==> config.mk <==
export PLATFORM = sky130hd
export DESIGN_NAME = serial_subtractor
export DESIGN_NICKNAME = d
export VERILOG_FILES = /design/src/rtl/alu_pkg.sv /design/src/rtl/serial_subtractor_full_subtractor.sv /design/src/rtl/serial_subtractor.sv
export SDC_FILE = /design/constraint.sdc
export NUM_CORES = 1
export LEC_CHECK = 0
export CORE_MARGIN = 5
export CORE_UTILIZATION = 45
export CTS_CLUSTER_DIAMETER = 80
export DETAILED_ROUTE_END_ITERATION = 8
export MAX_ROUTING_LAYER = met4
export PLACE_DENSITY_LB_ADDON = 0.25
export SYNTH_ARGS = -nofsm -noshare
export SYNTH_HDL_FRONTEND = slang
export SYNTH_SLANG_ARGS = --single-unit
==> constraint.sdc <==
create_clock -name clk -period 1.75 [get_ports clk]
set_input_delay 0.2625 -clock clk [delete_from_list [all_inputs] [get_ports clk]]
set_output_delay 0.2625 -clock clk [all_outputs]
set_load 0.02 [all_outputs]
==> src/rtl/alu_pkg.sv <==
// alu_pkg: types and constants shared by the ALU datapath blocks
//   state_t       - serial-unit sequencing states (IDLE, RUN, DONE)
//   DEFAULT_WIDTH - default operand width
package alu_pkg;

    typedef enum logic [1:0] {IDLE, RUN, DONE} state_t;

    localparam int DEFAULT_WIDTH = 8;

endpackage

==> src/rtl/serial_subtractor_full_subtractor.sv <==
// full_subtractor: 1-bit full-subtractor cell, d = a - b - bin
//   a, b  - operand bits
//   bin   - borrow in
//   d     - difference bit
//   bout  - borrow out
module full_subtractor (
    input  logic a,
    input  logic b,
    input  logic bin,
    output logic d,
    output logic bout
);

    assign d    = a ^ b ^ bin;
    assign bout = (~a & b) | (~(a ^ b) & bin);

endmodule

==> src/rtl/serial_subtractor.sv <==
// serial_subtractor: bit-serial K-bit subtractor, diff = a - b, LSB first
//   clk, rst_n - rising-edge clock, asynchronous active-low reset
//   start      - request, accepted whenever not busy (including the done cycle)
//   a, b       - minuend / subtrahend, captured on the accepting edge
//   busy       - high while bits are being processed
//   done       - one-cycle pulse when diff/borrow/ovf are updated
//   diff       - a - b modulo 2^K
//   borrow     - unsigned underflow (a < b)
//   ovf        - two's-complement overflow
module serial_subtractor
    import alu_pkg::*;
#(
    parameter  int K     = DEFAULT_WIDTH,
    localparam int CNT_W = $clog2(K) + 1
) (
    input  logic         clk,
    input  logic         rst_n,
    input  logic         start,
    input  logic [K-1:0] a,
    input  logic [K-1:0] b,
    output logic         busy,
    output logic         done,
    output logic [K-1:0] diff,
    output logic         borrow,
    output logic         ovf
);

    state_t             state, next;
    logic [K-1:0]       a_sh, b_sh, diff_sh;
    logic               bflop;
    logic [CNT_W-1:0]   cnt;
    logic               d, bout, last, accept;

    full_subtractor u_fs (
        .a    (a_sh[0]),
        .b    (b_sh[0]),
        .bin  (bflop),
        .d    (d),
        .bout (bout)
    );

    assign last   = (state == RUN) && (cnt == CNT_W'(K - 1));
    assign accept = start && (state != RUN);
    assign busy   = (state == RUN);
    assign done   = (state == DONE);

    always_ff @(posedge clk or negedge rst_n)
        if (!rst_n) state <= IDLE;
        else        state <= next;

    // IDLE and DONE behave identically: start loads, otherwise rest in IDLE
    always_comb begin
        next = state;
        if (state == RUN) next = last ? DONE : RUN;
        else              next = start ? RUN : IDLE;
    end

    always_ff @(posedge clk or negedge rst_n) begin
        if (!rst_n) begin
            a_sh    <= '0;
            b_sh    <= '0;
            diff_sh <= '0;
            bflop   <= 1'b0;
            cnt     <= '0;
            diff    <= '0;
            borrow  <= 1'b0;
            ovf     <= 1'b0;
        end else if (accept) begin
            a_sh  <= a;
            b_sh  <= b;
            bflop <= 1'b0;
            cnt   <= '0;
        end else if (state == RUN) begin
            a_sh    <= a_sh >> 1;
            b_sh    <= b_sh >> 1;
            diff_sh <= {d, diff_sh[K-1:1]};
            bflop   <= bout;
            cnt     <= cnt + CNT_W'(1);
            if (last) begin
                diff   <= {d, diff_sh[K-1:1]};
                borrow <= bout;
                // on the last bit a_sh[0]/b_sh[0] are the captured operand MSBs
                ovf    <= (a_sh[0] ^ b_sh[0]) & (d ^ a_sh[0]);
            end
        end
    end

endmodule

* After elaboration in Yosys (flattened, before gate mapping) *
Index checks and enable logic that the tools add are counted.

storage, ports and cells
  input port bits = 19
  logic and storage cells = 40
  flip-flop bits (word level) = 41

cells by class
  $add $sub $neg = 1
  reductions and logical operators = 5
  muxes and demuxes = 11
  bitwise logic cells = 10
  equality and inequality tests = 4

operators by type and width
  cell                   number
  $mux W8                4
  $mux W4                2
  $add A4 B1 Y4 const B  1
  $eq A4 B3 Y1 const B   1
  $mux W2                2
  $and A1 B1 Y1          3
  $mux W1                3
  $not A1 Y1             3
  $reduce_and A3 Y1      1
  $xor A1 B1 Y1          3
  $eq A2 B1 Y1 const B   1
  $eq A2 B2 Y1 const B   1
  $logic_and A1 B1 Y1    2
  $ne A2 B1 Y1 const B   1
  $reduce_and A2 Y1      1
  $reduce_bool A2 Y1     1
  $or A1 B1 Y1           1

* Logic depth before layout (Yosys ltp) *
  depth in word-level cells = 6
  mapped depth = 5

* By module *
From an unflattened synthesis, not the netlist that was laid out.

second synthesis, totals
  cell total of the unflattened synthesis = 137
  area, all modules = 1,769.2 um2

modules (own cells, without submodules)
  module             area an instance (um2)  seq. area each (um2)  instances  cells an instance
  serial_subtractor  1,737.9                 1,001.0               1          133
  full_subtractor    31.3                    0.0                   1          4

* Worst setup path before layout *
Ideal clock, no wire load.

  path kind = reg2reg
  start point = register bflop
  end point = register ovf
  path slack = 0.243 ns
  buffers on the path = 0
  stages on the path, launching flop included = 5
  arrival = 1.382 ns
  cell sequence = dfrtp_1 fa_1 xor2_1 nor2_1 mux2_2

between the ends
  cells in the longest elaborated chain, start to end = 3

ends and longest elaborated chain
  item                    line                                     text
  from (decl)             serial_subtractor.sv:30                  logic bflop;
  from (signal assigned)  serial_subtractor.sv:77                  bflop <= bout;
  $xor A1 B1 Y1           serial_subtractor_full_subtractor.sv:14  assign d = a ^ b ^ bin;
  $xor A1 B1 Y1           serial_subtractor.sv:83                  ovf <= (a_sh[0] ^ b_sh[0]) & (d ^ a_sh[0]);
  $and A1 B1 Y1           serial_subtractor.sv:83
  to (signal assigned)    serial_subtractor.sv:83
  to (decl)               serial_subtractor.sv:25                  output logic ovf

No other way between the ends.
A chain may end at the register's enable or synchronous reset.

* Final worst setup path *
  start point = register b_sh[0]
  end point = register ovf

between the ends
  cells in the longest elaborated chain, start to end = 4

ends and longest elaborated chain
  item                    line                                                              text
  from (decl)             serial_subtractor.sv:29                                           logic [K-1:0] a_sh, b_sh, diff_sh;
  from (signal assigned)  serial_subtractor.sv:75                                           b_sh <= b_sh >> 1;
  $xor A1 B1 Y1 (*)       serial_subtractor_full_subtractor.sv:14, serial_subtractor.sv:83
  $xor A1 B1 Y1           serial_subtractor_full_subtractor.sv:14
  $xor A1 B1 Y1           serial_subtractor.sv:83
  $and A1 B1 Y1 (*)       serial_subtractor.sv:83

Every way passes the cells marked *; elsewhere a longest branch is shown, timed or not.

==> metrics <==
Cells after Synth 152; Buffers & Inverters on Critical Path 0; cells along the critical path fa_1, xor2_1, nor2_1, mux2_2; fin crit period 1591 ps; CP top delay family adder cells; die width 72.01 um; # clock sinks 40; Pint 2.448 mW; synth unique cells 19; clock power share 19.7%; Comb pwr share 38.6%; CTS Buf Count 5; Starting DRT DRC Count 32; Post-synth EDFFs 0; commonest cells in the synthesized netlist 40 x dfrtp_1, 39 x nand2_1, 18 x mux2i_1, 16 x o21ai_0, 11 x mux2_2; Post-CTS Setup Bufs 0; CP required 1930 ps; # placed instances 228; vias in the first global route 1155; period utilization 90.90%; total number of vias 1136; Nets 209; Detailed Route WL 3178 um; Core Area 3689 sq um; syn nets 174; Crit. End Element flip-flop; Hold Vio Cnt, Final 0; Synth Area in Compound Gates 4.628%; htree depth 2; fmax 0.6286 GHz; drt first pass iters 6; die area 5185 sq um; vias per inst 4.814; Max-Cap Viols 0; max_slew headroom 66.98%; Fin Hold WS 14.12 ps; main combinational cell family by area after synthesis multiplexers; final setup skew 7.616 ps; Pins Over Slew Limit 0; # DRC 0; share of cells above drive strength 1 15.43%; RSZ-0062 raised after global routing false; global-route wire length before repair 5388 um; overall routing resource usage 14.02%; switch share 36.00%; row count 22; largest cells by area after synthesis dfrtp_1 58%, mux2i_1 10%, nand2_1 8.5%; Vert. Die Dim 72.01 um; PwrDens 1730 nW/um^2; port bufs 30; dominant synthesized flop cell dfrtp_1; Setup Crit Path Kind flip-flop to flip-flop; Placed Area 2102 sq um; Avg Inst Size Synth 11.38 sq um; CP Max Fanout 3; CP Launch Type flip-flop; NetSw 1.377 mW; synth-to-layout area growth 27.77%; largest area contributor in the synthesized netlist dfrtp_1; TNS Setup 0 ps; reg2reg path depth 4; Seq/Total Area, Yosys 57.85%; post-synthesis mux area share 17.57%; CTS tree built; Antenna Cells 0; CTS Buffer Depth 2; CP max stage cell fa_1; worst-margin pin slew 495.2 ps; clk root buf clkbuf_8; CTS clk-pin slew, worst paths 80 ps; Layout Cell Area excl Fill 2211 sq um; global route overflow 0; Synth warnings 0; Arr. time, crit path 1770 ps; routed wire length per instance 13.47 um; synthesized flop and latch total 40; Finished Layout Cells 236; initial core utilization 46.91%; ANT nets after route 0; Synth async-reset ratio 100.0%; DP HPWL 2219 um; Post-Synth Simple-Gate Area 13.30%; initial antenna violation count 0; clock latency on the worst-skew pair 300 ps; GP Congestion 0.7620; VDD IR max 975.3 uV; most common cell in the netlist dfrtp_1; leakage power 1.041 nW; Synth top area share 57.85%; Sequential Power Share 41.7%; crit-path max cell delay 580 ps; Hold Path Class input pin to async pin; Ports 31; final setup fails 0; adder-cell share of the synthesized area 2.603%; outcome finished clean; XOR/XNOR Fraction of Synth Area 1.012%; number of cells on the critical path 4; Mapped Area 1730 sq um; largest net degree at the start of global routing 41
[repair_timing]
action | 4_1_cts | 5_1_grt
setup endpoints to repair | 2 | 0
hold buffers | 0 | 0
resized for setup | 2 | 0
hold endpoints to repair | 0 | 0
[registers in the layout (all words and copies together), names as in the netlist]
signal / cells
bflop: 1
cnt: 4
state: 2
borrow: 1
ovf: 1
diff: 8
diff_sh: 7
b_sh: 8
a_sh: 8
[cell type report]
type	instances	area [sq um]
Fill cell	307	1478
Sequential cell	40	1001
Clock inverter	3	42.54
Timing Repair Buffer	36	350.3
Tap cell	48	60.06
Clock buffer	5	68.82
Inverter	3	11.26
Multi-Input combinational cell	101	676.9
[worst reg2reg max path, delay by kind of cell (launching register included)]
| kind | cells | cell delay, ps |
|---|---|---|
| fa+ha+maj | 1 | 580 |
| mux | 1 | 260 |
| simple gates | 1 | 50 |
| flops | 1 | 430 |
| xor+xnor | 1 | 160 |
[metal layers]
layer	track usage [%]	routed length [um]
met1	17.13	1443
met2	21.53	1559
met3	4.155	110
met4	6.263	65
met5	-	0
[cells by family after synthesis]
family          Yosys count
simple gates             51
flops                    40
mux                      29
compound gates           16
buf+inv                  11
fa+ha+maj                 3
xor+xnor                  2
[through the flow]
stage | utilization, % | setup WS [ps] | total power [mW]
after floorplan | - | 242.9 | 2.557
after global placement | 56.99 | 221.3 | 3.042
after detailed placement | 56.99 | 174.4 | 3.114
after CTS | 59.94 | 155.3 | 3.878
after global routing | 59.94 | 69.16 | 4.108
final | 59.94 | 159.3 | 3.825
[power by group through the flow]
stage                     sequential (mW)  combinational, mW  clock, mW
final                                1.59               1.48      0.752
after global routing                 1.65               1.65      0.804
after CTS                            1.60               1.50      0.776
after detailed placement             1.61               1.50          0
after global placement               1.59               1.45          0
after floorplan                      1.67              0.885          0
[final timing paths]
kind / slack, ps / start / endpoint
worst max-delay path: 160 / b_sh[0] / ovf
worst min-delay path: 10 / rst_n / diff[6]
worst max register to register: 160 / b_sh[0] / ovf
worst min register to register: 480 / b_sh[3] / b_sh[2]
max in group asynchronous: 1390 / rst_n / cnt[2]
min in group clk: 480 / b_sh[3] / b_sh[2]
[layout by cell type (no fill, tap or decap), drive strengths merged]
cell type,n
clkdlybuf4s50,27
ha,2
dlygate4sd2,2
nor2,5
o21ai,16
nand3b,3
nand2b,1
fa,1
clkbuf,5
inv,3
nor3,1
mux2,11
xor2,2
dfrtp,40
clkinv,1
mux2i,18
bufinv,1
clkinvlp,1
nand3,1
nand2,39
buf,7
and2b,1
Note: power is estimated with default switching activity, not from simulation.
